--- config.mk ---
export PLATFORM = sky130hd
export DESIGN_NAME = mnemonic_decoder
export DESIGN_NICKNAME = d
export VERILOG_FILES = /design/src/rtl/mnemonic_decoder_pkg.sv /design/src/rtl/mnemonic_decoder_lookup.sv /design/src/rtl/mnemonic_decoder.sv
export SDC_FILE = /design/constraint.sdc
export NUM_CORES = 1
export LEC_CHECK = 0
export ABC_AREA = 1
export BUFFER_PORTS_ARGS = -buffer_cell sky130_fd_sc_hd__buf_2
export CAP_MARGIN = 20
export CORE_MARGIN = 4
export CORE_UTILIZATION = 50
export CTS_BUF_LIST = sky130_fd_sc_hd__clkbuf_4
export DETAILED_ROUTE_END_ITERATION = 12
export GPL_TIMING_DRIVEN = 0
export PLACE_DENSITY = 0.69
export SYNTH_ARGS = -nofsm -noshare
export SYNTH_HDL_FRONTEND = slang
export SYNTH_SLANG_ARGS = --single-unit
export TNS_END_PERCENT = 50
--- constraint.sdc ---
create_clock -name clk_in -period 4.75 [get_ports clk_in]
set_input_delay 1.1875 -clock clk_in [delete_from_list [all_inputs] [get_ports clk_in]]
set_output_delay 1.1875 -clock clk_in [all_outputs]
set_load 0.01 [all_outputs]
--- src/rtl/mnemonic_decoder_pkg.sv ---
// Shared constants, types and character helpers for the mnemonic decoder.
package mnemonic_decoder_pkg;

    // RV32I major opcodes
    localparam logic [6:0] OP_REG    = 7'b0110011;
    localparam logic [6:0] OP_IMM    = 7'b0010011;
    localparam logic [6:0] OP_LOAD   = 7'b0000011;
    localparam logic [6:0] OP_STORE  = 7'b0100011;
    localparam logic [6:0] OP_BRANCH = 7'b1100011;
    localparam logic [6:0] OP_LUI    = 7'b0110111;
    localparam logic [6:0] OP_AUIPC  = 7'b0010111;
    localparam logic [6:0] OP_JAL    = 7'b1101111;
    localparam logic [6:0] OP_JALR   = 7'b1100111;
    localparam logic [6:0] OP_FENCE  = 7'b0001111;
    localparam logic [6:0] OP_SYSTEM = 7'b1110011;

    // ALU funct3 values
    localparam logic [2:0] F3_ADD_SUB = 3'b000;
    localparam logic [2:0] F3_SLL     = 3'b001;
    localparam logic [2:0] F3_SLT     = 3'b010;
    localparam logic [2:0] F3_SLTU    = 3'b011;
    localparam logic [2:0] F3_XOR     = 3'b100;
    localparam logic [2:0] F3_SRL_SRA = 3'b101;
    localparam logic [2:0] F3_OR      = 3'b110;
    localparam logic [2:0] F3_AND     = 3'b111;

    // funct7: base, alternate (sub/sra/srai), and the I-type arithmetic marker
    localparam logic [6:0] F7_BASE = 7'h00;
    localparam logic [6:0] F7_ALT  = 7'h20;
    localparam logic [6:0] F7_IMM  = 7'h7F;

    localparam logic [4:0] LETTER_PAD = 5'd0;

    // Lookup keys always hold 8 letter codes so one table serves every MAX_LEN.
    localparam int KEY_CHARS = 8;
    localparam int KEY_W     = 5 * KEY_CHARS;

    typedef enum logic [1:0] {
        ERR_NONE     = 2'd0,
        ERR_UNKNOWN  = 2'd1,
        ERR_OVERFLOW = 2'd2,
        ERR_BADCHAR  = 2'd3
    } err_code_t;

    typedef enum logic [2:0] {
        PS_NONE = 3'd0,
        PS_NOP  = 3'd1,
        PS_MV   = 3'd2,
        PS_NOT  = 3'd3,
        PS_NEG  = 3'd4,
        PS_J    = 3'd5,
        PS_RET  = 3'd6
    } pseudo_id_t;

    typedef enum logic [1:0] {
        ST_IDLE  = 2'd0,
        ST_ACCUM = 2'd1,
        ST_HOLD  = 2'd2,
        ST_ERROR = 2'd3
    } dec_state_t;

    typedef struct packed {
        logic [KEY_W-1:0] key;
        logic [6:0]       opcode;
        logic [6:0]       funct7;
        logic [2:0]       funct3;
        pseudo_id_t       pid;
    } entry_t;

    function automatic logic is_letter(input logic [7:0] c);
        return (c >= "a" && c <= "z") || (c >= "A" && c <= "Z");
    endfunction

    function automatic logic is_delim(input logic [7:0] c);
        return (c == " ") || (c == ",") || (c == 8'h09) || (c == 8'h0A);
    endfunction

    // Case-folds a letter to 1..26; anything else becomes pad.
    function automatic logic [4:0] fold_letter(input logic [7:0] c);
        if (c >= "a" && c <= "z") return 5'(c - 8'h60);
        if (c >= "A" && c <= "Z") return 5'(c - 8'h40);
        return LETTER_PAD;
    endfunction

    // Turns a right-aligned ASCII name (up to 8 chars) into a letter-code key.
    function automatic logic [KEY_W-1:0] pack_name(input logic [63:0] name);
        logic [KEY_W-1:0] k;
        k = '0;
        for (int i = 0; i < KEY_CHARS; i++) k[i*5 +: 5] = fold_letter(name[i*8 +: 8]);
        return k;
    endfunction

    function automatic entry_t ent(input logic [63:0] name, input logic [6:0] op,
                                   input logic [6:0] f7, input logic [2:0] f3,
                                   input pseudo_id_t pid);
        return '{key: pack_name(name), opcode: op, funct7: f7, funct3: f3, pid: pid};
    endfunction

endpackage

--- src/rtl/mnemonic_decoder_lookup.sv ---
// Combinational mnemonic table: letter-code buffer -> RV32I encoding fields.
module mnemonic_lookup
    import mnemonic_decoder_pkg::*;
#(
    parameter int MAX_LEN      = 5,
    parameter bit ALLOW_PSEUDO = 1'b1
) (
    input  logic [5*MAX_LEN-1:0] mnemonic,
    output logic                 hit,
    output logic [6:0]           opcode,
    output logic [6:0]           funct7,
    output logic [2:0]           funct3,
    output logic                 is_pseudo,
    output pseudo_id_t           pseudo_id
);

    localparam int NUM_ENTRIES = 46;

    // Names longer than MAX_LEN can never match, since the buffer's upper codes are pad.
    localparam entry_t TABLE [NUM_ENTRIES] = '{
        ent("add",   OP_REG,    F7_BASE, F3_ADD_SUB, PS_NONE),
        ent("sub",   OP_REG,    F7_ALT,  F3_ADD_SUB, PS_NONE),
        ent("sll",   OP_REG,    F7_BASE, F3_SLL,     PS_NONE),
        ent("slt",   OP_REG,    F7_BASE, F3_SLT,     PS_NONE),
        ent("sltu",  OP_REG,    F7_BASE, F3_SLTU,    PS_NONE),
        ent("xor",   OP_REG,    F7_BASE, F3_XOR,     PS_NONE),
        ent("srl",   OP_REG,    F7_BASE, F3_SRL_SRA, PS_NONE),
        ent("sra",   OP_REG,    F7_ALT,  F3_SRL_SRA, PS_NONE),
        ent("or",    OP_REG,    F7_BASE, F3_OR,      PS_NONE),
        ent("and",   OP_REG,    F7_BASE, F3_AND,     PS_NONE),
        ent("addi",  OP_IMM,    F7_IMM,  F3_ADD_SUB, PS_NONE),
        ent("slti",  OP_IMM,    F7_IMM,  F3_SLT,     PS_NONE),
        ent("sltiu", OP_IMM,    F7_IMM,  F3_SLTU,    PS_NONE),
        ent("xori",  OP_IMM,    F7_IMM,  F3_XOR,     PS_NONE),
        ent("ori",   OP_IMM,    F7_IMM,  F3_OR,      PS_NONE),
        ent("andi",  OP_IMM,    F7_IMM,  F3_AND,     PS_NONE),
        ent("slli",  OP_IMM,    F7_BASE, F3_SLL,     PS_NONE),
        ent("srli",  OP_IMM,    F7_BASE, F3_SRL_SRA, PS_NONE),
        ent("srai",  OP_IMM,    F7_ALT,  F3_SRL_SRA, PS_NONE),
        ent("lb",    OP_LOAD,   F7_BASE, 3'b000,     PS_NONE),
        ent("lh",    OP_LOAD,   F7_BASE, 3'b001,     PS_NONE),
        ent("lw",    OP_LOAD,   F7_BASE, 3'b010,     PS_NONE),
        ent("lbu",   OP_LOAD,   F7_BASE, 3'b100,     PS_NONE),
        ent("lhu",   OP_LOAD,   F7_BASE, 3'b101,     PS_NONE),
        ent("sb",    OP_STORE,  F7_BASE, 3'b000,     PS_NONE),
        ent("sh",    OP_STORE,  F7_BASE, 3'b001,     PS_NONE),
        ent("sw",    OP_STORE,  F7_BASE, 3'b010,     PS_NONE),
        ent("beq",   OP_BRANCH, F7_BASE, 3'b000,     PS_NONE),
        ent("bne",   OP_BRANCH, F7_BASE, 3'b001,     PS_NONE),
        ent("blt",   OP_BRANCH, F7_BASE, 3'b100,     PS_NONE),
        ent("bge",   OP_BRANCH, F7_BASE, 3'b101,     PS_NONE),
        ent("bltu",  OP_BRANCH, F7_BASE, 3'b110,     PS_NONE),
        ent("bgeu",  OP_BRANCH, F7_BASE, 3'b111,     PS_NONE),
        ent("lui",   OP_LUI,    F7_BASE, 3'b000,     PS_NONE),
        ent("auipc", OP_AUIPC,  F7_BASE, 3'b000,     PS_NONE),
        ent("jal",   OP_JAL,    F7_BASE, 3'b000,     PS_NONE),
        ent("jalr",  OP_JALR,   F7_BASE, 3'b000,     PS_NONE),
        ent("fence", OP_FENCE,  F7_BASE, 3'b000,     PS_NONE),
        ent("ecall", OP_SYSTEM, F7_BASE, 3'b000,     PS_NONE),
        ent("ebreak",OP_SYSTEM, F7_BASE, 3'b000,     PS_NONE),
        ent("nop",   OP_IMM,    F7_IMM,  F3_ADD_SUB, PS_NOP),
        ent("mv",    OP_IMM,    F7_IMM,  F3_ADD_SUB, PS_MV),
        ent("not",   OP_IMM,    F7_IMM,  F3_XOR,     PS_NOT),
        ent("neg",   OP_REG,    F7_ALT,  F3_ADD_SUB, PS_NEG),
        ent("j",     OP_JAL,    F7_BASE, 3'b000,     PS_J),
        ent("ret",   OP_JALR,   F7_BASE, 3'b000,     PS_RET)
    };

    logic [KEY_W-1:0] key;

    assign key = KEY_W'(mnemonic);

    // First matching entry wins; pseudo entries are masked when disabled.
    always_comb begin
        hit       = 1'b0;
        opcode    = '0;
        funct7    = '0;
        funct3    = '0;
        is_pseudo = 1'b0;
        pseudo_id = PS_NONE;
        for (int i = 0; i < NUM_ENTRIES; i++) begin
            if (!hit && key == TABLE[i].key && (ALLOW_PSEUDO || TABLE[i].pid == PS_NONE)) begin
                hit       = 1'b1;
                opcode    = TABLE[i].opcode;
                funct7    = TABLE[i].funct7;
                funct3    = TABLE[i].funct3;
                is_pseudo = (TABLE[i].pid != PS_NONE);
                pseudo_id = TABLE[i].pid;
            end
        end
    end

endmodule

--- src/rtl/mnemonic_decoder.sv ---
// Streaming mnemonic decoder: accumulates letters, decodes on a delimiter,
// and presents the result over a valid/ready handshake.
//   state    | meaning
//   IDLE     | waiting for first letter, delimiters skipped
//   ACCUM    | collecting letters into the buffer
//   HOLD     | result presented, waiting for out_ready
//   ERROR    | error_code held until clear_in
module mnemonic_decoder
    import mnemonic_decoder_pkg::*;
#(
    parameter int MAX_LEN      = 5,
    parameter bit ALLOW_PSEUDO = 1'b1
) (
    input  logic       clk_in,
    input  logic       rst_in,
    input  logic       valid_data,
    input  logic       new_character,
    input  logic [7:0] incoming_ascii,
    output logic       char_ready,
    output logic       out_valid,
    input  logic       out_ready,
    output logic [6:0] opcode,
    output logic [6:0] funct7,
    output logic [2:0] funct3,
    output logic       is_pseudo,
    output logic [2:0] pseudo_id,
    output logic       error_flag,
    output logic [1:0] error_code,
    input  logic       clear_in,
    output logic       busy_flag
);

    localparam int LEN_W = $clog2(MAX_LEN + 1);
    localparam int BUF_W = 5 * MAX_LEN;

    dec_state_t        state, next_state;
    err_code_t         err_next, err_q;
    logic [BUF_W-1:0]  mnemonic;
    logic [LEN_W-1:0]  len;
    logic [6:0]        res_opcode, res_funct7;
    logic [2:0]        res_funct3;
    pseudo_id_t        res_pid;

    logic              beat, letter, delim;
    logic [4:0]        code;
    logic              lk_hit, lk_pseudo;
    logic [6:0]        lk_opcode, lk_funct7;
    logic [2:0]        lk_funct3;
    pseudo_id_t        lk_pid;

    assign beat   = new_character && char_ready && valid_data;
    assign letter = is_letter(incoming_ascii);
    assign delim  = is_delim(incoming_ascii);
    assign code   = fold_letter(incoming_ascii);

    mnemonic_lookup #(.MAX_LEN(MAX_LEN), .ALLOW_PSEUDO(ALLOW_PSEUDO)) u_lookup (
        .mnemonic  (mnemonic),
        .hit       (lk_hit),
        .opcode    (lk_opcode),
        .funct7    (lk_funct7),
        .funct3    (lk_funct3),
        .is_pseudo (lk_pseudo),
        .pseudo_id (lk_pid)
    );

    // State register
    always_ff @(posedge clk_in or posedge rst_in) begin
        if (rst_in) state <= ST_IDLE;
        else        state <= next_state;
    end

    // Next-state decode and the error cause that accompanies an ERROR entry
    always_comb begin
        next_state = state;
        err_next   = ERR_NONE;
        case (state)
            ST_IDLE: begin
                if (beat && letter) begin
                    next_state = ST_ACCUM;
                end else if (beat && !delim) begin
                    next_state = ST_ERROR;
                    err_next   = ERR_BADCHAR;
                end
            end
            ST_ACCUM: begin
                if (!valid_data) begin
                    next_state = ST_IDLE;
                end else if (beat) begin
                    if (letter) begin
                        if (len == LEN_W'(MAX_LEN)) begin
                            next_state = ST_ERROR;
                            err_next   = ERR_OVERFLOW;
                        end
                    end else if (delim) begin
                        next_state = lk_hit ? ST_HOLD : ST_ERROR;
                        err_next   = lk_hit ? ERR_NONE : ERR_UNKNOWN;
                    end else begin
                        next_state = ST_ERROR;
                        err_next   = ERR_BADCHAR;
                    end
                end
            end
            ST_HOLD:  if (out_ready) next_state = ST_IDLE;
            ST_ERROR: if (clear_in)  next_state = ST_IDLE;
            default:  next_state = ST_IDLE;
        endcase
    end

    // Letter buffer, length, registered result fields and held error cause
    always_ff @(posedge clk_in or posedge rst_in) begin
        if (rst_in) begin
            mnemonic   <= '0;
            len        <= '0;
            err_q      <= ERR_NONE;
            res_opcode <= '0;
            res_funct7 <= '0;
            res_funct3 <= '0;
            res_pid    <= PS_NONE;
        end else begin
            if (next_state == ST_IDLE) begin
                mnemonic <= '0;
                len      <= '0;
                err_q    <= ERR_NONE;
            end else if (state == ST_IDLE && next_state == ST_ACCUM) begin
                mnemonic <= BUF_W'(code);
                len      <= LEN_W'(1);
            end else if (state == ST_ACCUM && next_state == ST_ACCUM && beat) begin
                mnemonic <= {mnemonic[BUF_W-6:0], code};
                len      <= len + LEN_W'(1);
            end
            if (state == ST_ACCUM && next_state == ST_HOLD) begin
                res_opcode <= lk_opcode;
                res_funct7 <= lk_funct7;
                res_funct3 <= lk_funct3;
                res_pid    <= lk_pid;
            end
            if (state != ST_ERROR && next_state == ST_ERROR) err_q <= err_next;
        end
    end

    // Outputs: fields only visible in HOLD, error cause only in ERROR
    always_comb begin
        char_ready = (state == ST_IDLE) || (state == ST_ACCUM);
        out_valid  = (state == ST_HOLD);
        busy_flag  = (state != ST_IDLE);
        error_flag = (state == ST_ERROR);
        error_code = (state == ST_ERROR) ? err_q : ERR_NONE;
        opcode     = out_valid ? res_opcode : '0;
        funct7     = out_valid ? res_funct7 : '0;
        funct3     = out_valid ? res_funct3 : '0;
        is_pseudo  = out_valid && (res_pid != PS_NONE) && lk_pseudo_unused_guard();
        pseudo_id  = out_valid ? res_pid : PS_NONE;
    end

    function automatic logic lk_pseudo_unused_guard();
        return 1'b1 | lk_pseudo;
    endfunction

endmodule

==> results of run 1 <==
power by group through the flow:
stage	clock, uW	sequential [uW]	combinational [uW]
detailed placement	0	482	461
global route	276	482	545
floorplan	0	473	324
finish	257	475	488
global placement	0	479	441
CTS	259	474	462
tightest hold or removal path: cells and delay by family (launching register included):
kind,cells,cell delay [ns]
AND/OR/NAND/NOR,1,0.05
flip-flops,1,0.35
buffers and inverters,1,0.05
cells in the mapped netlist, drive strengths merged:
| library cell | number | area share (%) |
|---|---|---|
| o311ai | 1 | 0.21 |
| ha | 2 | 0.59 |
| xor2 | 1 | 0.21 |
| nor2b | 1 | 0.15 |
| dfrtp | 46 | 27 |
| a41oi | 3 | 0.62 |
| o21bai | 1 | 0.44 |
| o21ai | 43 | 5.0 |
| a31oi | 1 | 0.15 |
| o31ai | 1 | 0.18 |
| nor3 | 36 | 4.3 |
| and3 | 1 | 0.15 |
| nor2 | 147 | 13 |
| clkinv | 2 | 0.23 |
| a21boi | 1 | 0.18 |
| nor4 | 21 | 3.1 |
| o2111ai | 5 | 1.0 |
| clkbuf | 2 | 0.18 |
| nand3 | 65 | 8.3 |
| a211oi | 1 | 0.18 |
| o221ai | 1 | 0.21 |
| o211ai | 1 | 0.18 |
| nand2 | 89 | 8.3 |
| nor3b | 3 | 0.53 |
| nand4 | 56 | 8.2 |
| buf | 13 | 2.2 |
| a2111oi | 1 | 0.21 |
| inv | 146 | 13 |
| a21oi | 10 | 1.2 |
| and2 | 1 | 0.15 |
| nor4b | 2 | 0.41 |
per-layer routing:
layer / global-route usage (%) / share of wire [%] / up-vias
li1: - / - / 2447
met1: 42.6 / 42 / 2414
met2: 50.4 / 45 / 291
met3: 5.63 / 9.2 / 38
met4: 10.7 / 3.2 / 0
met5: 0 / 0 / -
logic make-up after synthesis:
logic type | after synthesis | share of synthesized area, %
AO/OA/AOI/OAI | 70 | 9.78
XOR/XNOR | 1 | 0.206
adder cells (fa/ha/maj) | 2 | 0.587
buffers and inverters | 163 | 15.4
flip-flops | 46 | 27.0
AND/OR/NAND/NOR | 422 | 47.0
repair_timing:
action,4_1_cts,5_1_grt
setup endpoints to repair,0,42
hold endpoints to repair,0,0
hold buffers,0,0
buffers inserted,0,8
gates resized for setup,0,8
path summary, 6_finish.rpt:
path | start | endpoint | slack, ns
min reg2reg | res_opcode[1]$_DFFE_PP0P_ | res_opcode[1]$_DFFE_PP0P_ | 0.47
max in group asynchronous | rst_in | mnemonic[24]$_DFFE_PP0P_ | 3.67
max reg2reg | mnemonic[14]$_DFFE_PP0P_ | res_funct7[4]$_DFFE_PP0P_ | 0.43
min in group asynchronous | rst_in | res_funct7[4]$_DFFE_PP0P_ | 0.64
max | mnemonic[14]$_DFFE_PP0P_ | res_funct7[4]$_DFFE_PP0P_ | 0.43
min | res_opcode[1]$_DFFE_PP0P_ | res_opcode[1]$_DFFE_PP0P_ | 0.47
registers in the layout (all words and copies together) (netlist names):
signal      cells
res_funct7      2
res_funct3      3
res_pid         3
res_opcode      6
state           2
err_q           2
mnemonic       25
len             3
area by class of cell:
type                       count  area [um^2]
buffer                        15          100
tap                          105          131
inverter                     148          562
timing repair buffer          51          290
clock inverter                 2         37.5
fill                         801         3470
clock buffer                   6         45.0
multi-input combinational    495         2470
sequential                    46         1150
per-stage QoR:
step,power [uW],util (%)
after CTS,1200,56.9
final,1220,58.0
after global placement,920,55.6
after floorplan,797,-
after global routing,1300,58.0
after detailed placement,943,55.9
==> flow_results.org, run 1 <==
** Floorplan
- Pin placement for this block handled 41 I/O pins.
- The floorplan step defined a core boundary enclosing 8260 um^2.
- Starting density of the core :: 51.6%
- Horizontal die dimension :: 100 um
- Area enclosed by the die boundary :: 10,100 um^2
- The floorplan has 33 rows.
- Height of the die :: 100 um

** Finish
- Most common cell after layout, fill and taps aside :: sky130_fd_sc_hd__nor2_1
- Final Instance Count excl. Fillers :: 868
- The top cell types in the final layout, fill and taps aside, are sky130_fd_sc_hd__nor2_1, sky130_fd_sc_hd__inv_1, sky130_fd_sc_hd__nand2_1, sky130_fd_sc_hd__nand3_1, sky130_fd_sc_hd__nand4_1.
- Layout-stage area growth over the synthesis result :: 12.4%
- The net count of the finished layout is 778.
- Final design instance area without fill :: 4790 um^2
- The post-route netlist has 13.1% of its cells at a drive strength greater than 1.
- Diode insertion count for antenna repair :: 0

** Clock tree
- CTS Root Buffer Type :: sky130_fd_sc_hd__clkbuf_4
- The later pin in the worst-skew pair is clocked with a latency of 0.38 ns.
- TritonCTS clock tree :: done
- No sink is reached through more buffers than the 2 on the longest clock path.
- The H-tree was split into 2 levels.
- In this run, CTS created clock tree buffers numbering 5.
- The clock net in this run drives a total of 46 sinks.
- Clock-pin slew reported for the worst setup and hold paths after clock tree synthesis :: 0.15 ns

** Place
- Post-Place Setup Slack :: 0.222 ns
- Placed insts :: 850
- Post-placement cell area :: 4610 um^2
- Input and output buffers added on the ports amount to 40.
- Routability-driven placement finished with a final weighted congestion of 1.03.
- Placed wire-length estimate after detailed placement :: 12,400 um

** Worst hold path
- Worst hold stages :: 2
- Hold Crit Class :: register to register

** Power
- Summed over all cells, the static leakage comes to 0.00238 uW.
- Of the total power, the share spent switching nets is 41.7%.
- Per report_power, the combinational group accounts for 40.0% of the total.
- Power spread over the standard cell area amounts to 255 nW/um^2.
- In this run, flip-flops and latches consume 38.9% of the power.
- Switching power :: 509 uW
- P_int :: 711 uW
- The clock network is responsible for 21.1% of the overall power.
- The worst-case IR drop observed on VDD is 0.194 mV.

** Critical path
- Top fanout value on the critical path :: 10
- Data on the critical path is required at its endpoint by 5.02 ns.
- For this design, the slowest cell found on the critical path is sky130_fd_sc_hd__dfrtp_1.
- Critical path capture point type :: register
- Count of buffering cells on the critical path with inverters included :: 5
- The worst setup path is of the register to register kind.
- Counting buffers and inverters, the worst setup path is 31 cells deep.
- STA puts the critical path data arrival time at 4.59 ns.
- Family of cells with the greatest summed delay on the critical path :: simple AND/OR/NAND/NOR gates
- Worst Reg-to-Reg Cells :: 31
- Stage delay of the slowest cell on the critical path :: 0.44 ns
- The worst setup path is launched from a register.
- Counting stages on the worst path, the most repeated cell is sky130_fd_sc_hd__nor2_1.

** Detailed routing
- TritonRoute pass-1 iters :: 5
- In the final routed layout, each cell accounts on average for 18.0 um.
- The detailed router finished its first iteration with 510 violations.
- The routed layout has 5,190 vias.
- Routed wire length :: 15,600 um
- Routed via count divided by cell count :: 5.98
- Number of nets still failing antenna checks after routing :: 0
- After detailed routing, the number of remaining DRC violations is 0.

** Global route
- The number of global-route vias before repair came to 4,830.
- Entering global routing, the biggest net connects 46 pins.
- Remaining global-route overflow :: 0
- The number of antenna violations at the first check in global routing is 0.
- Overall track demand over capacity in global routing :: 31.4%
- First-pass GRT wire length :: 24,900 um

** Synth
- In this run the cell area of the synthesized design comes to 4260 um^2.
- Post-Synthesis Net Count :: 720
- Gate Count Post-Synth :: 704
- Synthesis warning total :: 0
- The number of different library cells used by synthesis comes to 42.
- Synth Register Bits :: 46
- Of the synthesized area, sequential elements account for 27.0%.
- A synthesized cell averages 6.05 um^2.

** Run
- Max-cap violations in this run came to 0.

** Timing
- Headroom to the max-slew limit came out at 30.6%.
- Sum of negative setup slack :: 0 ns
- Final setup viols :: 0
- Timing would allow up to 232 MHz.
- Max Clock Skew :: 0.0128 ns
- Slew Limit Fails :: 0
- Minimum setup slack in the final design :: 0.433 ns
- In the finished design, the share of the clock period the worst path needs comes to 90.9%.
- Final hold vios :: 0
- The clock period could shrink to 4.32 ns.
- At the pin with the least slew margin, the transition time is 1.03 ns.
- Final hold analysis gives a worst-case slack of 0.472 ns.

** Run status
- Run status :: finished clean
Power figures use the tool's default switching activity.
==> inputs of run 2 (changes only) <==
GPL_TIMING_DRIVEN = 1   (was 0)
==> flow_results.org, run 2 (synthesis gave the netlist of run 1 again) <==
** Run status
- Run status :: finished clean

** Floorplan
- The initialized floorplan defines 33 standard-cell rows.
- Horizontal die dimension :: 100 um
- Height of the die :: 100 um
- 41 I/O pins were placed.
- Once the floorplan was initialized, standard cells occupied 51.6% of the core.
- Area enclosed by the die boundary :: 10,100 um^2
- Placeable core area :: 8260 um^2

** Detailed routing
- Initial DRC Count :: 452
- Number of nets still failing antenna checks after routing :: 0
- Using the TritonRoute via totals, the vias-per-cell ratio works out to 5.97.
- Per-cell routed wire length :: 17.4 um
- Routed wire length :: 14,800 um
- # DRC :: 0
- The routed layout has 5,089 vias.
- The first detailed-routing pass ran for 7 iterations.

** Critical path
- STA puts the critical path data required time at 5.05 ns.
- In this run the worst path has a maximum fanout of 16.
- Stage delay of the slowest cell on the critical path :: 0.47 ns
- Crit path DAT :: 4.52 ns
- The worst setup path is captured at a register.
- WS Path Type :: register to register
- Count of buffering cells on the critical path with inverters included :: 3
- The most numerous cell type found on the critical path is sky130_fd_sc_hd__nand4_1.
- The worst setup path is launched from a register.
- On the critical path the largest part of the delay comes from simple AND/OR/NAND/NOR gates.
- Among all stages on the critical path, the largest delay is contributed by sky130_fd_sc_hd__dfrtp_1.

** Clock tree
- Cts hold-fix bufs :: 0
- Post-CTS Resized :: 0
- In this run, CTS created clock tree buffers numbering 5.
- Clk sink count :: 46
- CTS Root Buffer Type :: sky130_fd_sc_hd__clkbuf_4
- Insertion delay to the later sink of the worst-skew pair :: 0.38 ns
- After clock tree synthesis, the clock-pin slew on the worst setup and hold paths is 0.16 ns.
- In this run the number of H-tree levels came out at 2.
- Clock Path Buffers :: 2
- Number of post-CTS setup repair buffers :: 0
- TritonCTS built the clock tree.

** Power
- In this run the power density over the cells is 239 nW/um^2.
- The analysis attributes to cell leakage a power of 0.00231 uW.
- The worst-case IR drop observed on VDD is 0.302 mV.

** Global route
- After global routing the overflow that remains totals 0.
- First-pass GRT wire length :: 23,900 um
- Global routing used 30.2% of the available tracks.
- Pin count of the biggest net entering global routing :: 47
- The number of global-route vias before repair is 4,659.
- Number of antenna violations at the first check in global routing :: 0

** Timing
- Setup violations remaining at the end of the flow were counted as 0.
- Setup repair after global routing left no endpoint under its margin.
- The hold violation count in the final report came to 0.
- Max Clk Rate :: 237 MHz
- The final count of pins violating max slew was 0.
- Max Clock Skew :: 0.0264 ns
- Final worst-path cycle share :: 88.8%
- Hold WS :: 0.517 ns
- Worst rel slew slack :: 29.3%
- Period minus WS final :: 4.22 ns
- For the pin with the worst max-slew slack, the measured transition is 1.05 ns.
- In the final timing run, aggregate negative setup slack is 0 ns.

** Finish
- More flip-flops sit in one register than any other, and that register is mnemonic.
- Compared with the post-synthesis result, the final layout area differs by 8.75%.
- In the layout the commonest cells are sky130_fd_sc_hd__nor2_1, sky130_fd_sc_hd__inv_1, sky130_fd_sc_hd__nand2_1, sky130_fd_sc_hd__nand3_1, sky130_fd_sc_hd__nand4_1.
- Of the cells placed in the final design, the portion with a size suffix greater than 1 is 11.2%.
- Max FFs per register :: 25
- Leaving out fill and tap cells, the most frequent cell in the layout is sky130_fd_sc_hd__nor2_1.
- Storage element area :: 1150 um^2
- Biggest registers after layout :: mnemonic (25), res_opcode (6)
- Number of fill cells :: 865
- The repair_antennas step left the layout with diodes totalling 0.
- Total Nets Final :: 763
- The multi-input combinational cells in the finished layout cover a total of 2450 um^2.

** Run
- Max-cap viol count :: 0

** Place
- Buffers on Ports :: 40
- Placed wire-length estimate after detailed placement :: 12,200 um
- Global placement routability congestion :: 1.08

** Worst hold path
- The worst hold path belongs to the class register to register.
==> run 2: cell count changes in the layout (fill, tap and decap cells not counted), moves of 2 or more <==
cell / before / now
sky130_fd_sc_hd__buf_4: 15 / 11
sky130_fd_sc_hd__buf_2: 43 / 40
sky130_fd_sc_hd__buf_1: 2 / 0
sky130_fd_sc_hd__buf_6: 2 / 0
sky130_fd_sc_hd__clkbuf_1: 2 / 0
sky130_fd_sc_hd__clkinv_2: 1 / 3
sky130_fd_sc_hd__nand2_1: 81 / 83
sky130_fd_sc_hd__nand2_2: 7 / 5
sky130_fd_sc_hd__nor3_1: 33 / 35
sky130_fd_sc_hd__nor3_2: 3 / 1
==> run 2: final timing paths <==
check,start,slack [ns],cells after the start,to
min reg2reg,res_funct3[1]$_DFFE_PP0P_,0.52,2,res_funct3[1]$_DFFE_PP0P_
min,res_funct3[1]$_DFFE_PP0P_,0.52,2,res_funct3[1]$_DFFE_PP0P_
max in group asynchronous,rst_in,3.15,2,mnemonic[18]$_DFFE_PP0P_
max,mnemonic[23]$_DFFE_PP0P_,0.53,31,res_funct3[2]$_DFFE_PP0P_
max reg2reg,mnemonic[23]$_DFFE_PP0P_,0.53,31,res_funct3[2]$_DFFE_PP0P_
min in group asynchronous,rst_in,0.99,2,res_opcode[6]$_DFFE_PP0P_
==> run 2: where the power goes <==
part | leakage, uW | total (uW) | switching [uW] | internal, uW
clock | 0.0000312 | 195 | 137 | 57.8
combinational | 0.00166 | 436 | 314 | 122
sequential | 0.000619 | 476 | 35.3 | 440
total | 0.00231 | 1110 | 487 | 620
==> run 2: area by class of cell <==
| class | count | share of cell area, % |
|---|---|---|
| clock buffer | 5 | 0.810 |
| clock inverter | 3 | 0.459 |
| inverter | 148 | 12.0 |
| multi-input combinational | 495 | 52.9 |
| sequential | 46 | 24.8 |
| tap | 105 | 2.83 |
| timing repair buffer | 51 | 6.10 |
==> run 2: per-stage QoR <==
stage | total power (uW) | cell area (um^2) | util, % | setup WS [ns] | std cells
after floorplan | 797 | 4260 | - | 1.12 | 704
after global placement | 901 | 4580 | 55.4 | 0.660 | 845
after detailed placement | 914 | 4580 | 55.4 | 0.597 | 845
after CTS | 1110 | 4630 | 56.1 | 0.586 | 853
after global routing | 1190 | 4630 | 56.1 | 0.0653 | 853
final | 1110 | 4630 | 56.1 | 0.533 | 853
==> run 2: worst min-delay path, cell delays in order, from the launching register on <==
cell and delay (ns):
sky130_fd_sc_hd__dfrtp_1 0.39, sky130_fd_sc_hd__nand2_1 0.05, sky130_fd_sc_hd__o21ai_0 0.06
==> run 2: metal layers <==
layer | vias to the layer above | GRT usage [%] | routed length, um
met5 | - | 0 | 0
met4 | 0 | 10.2 | 512
met3 | 41 | 5.21 | 1320
met2 | 266 | 46.4 | 6690
met1 | 2363 | 42.8 | 6300
li1 | 2419 | - | -
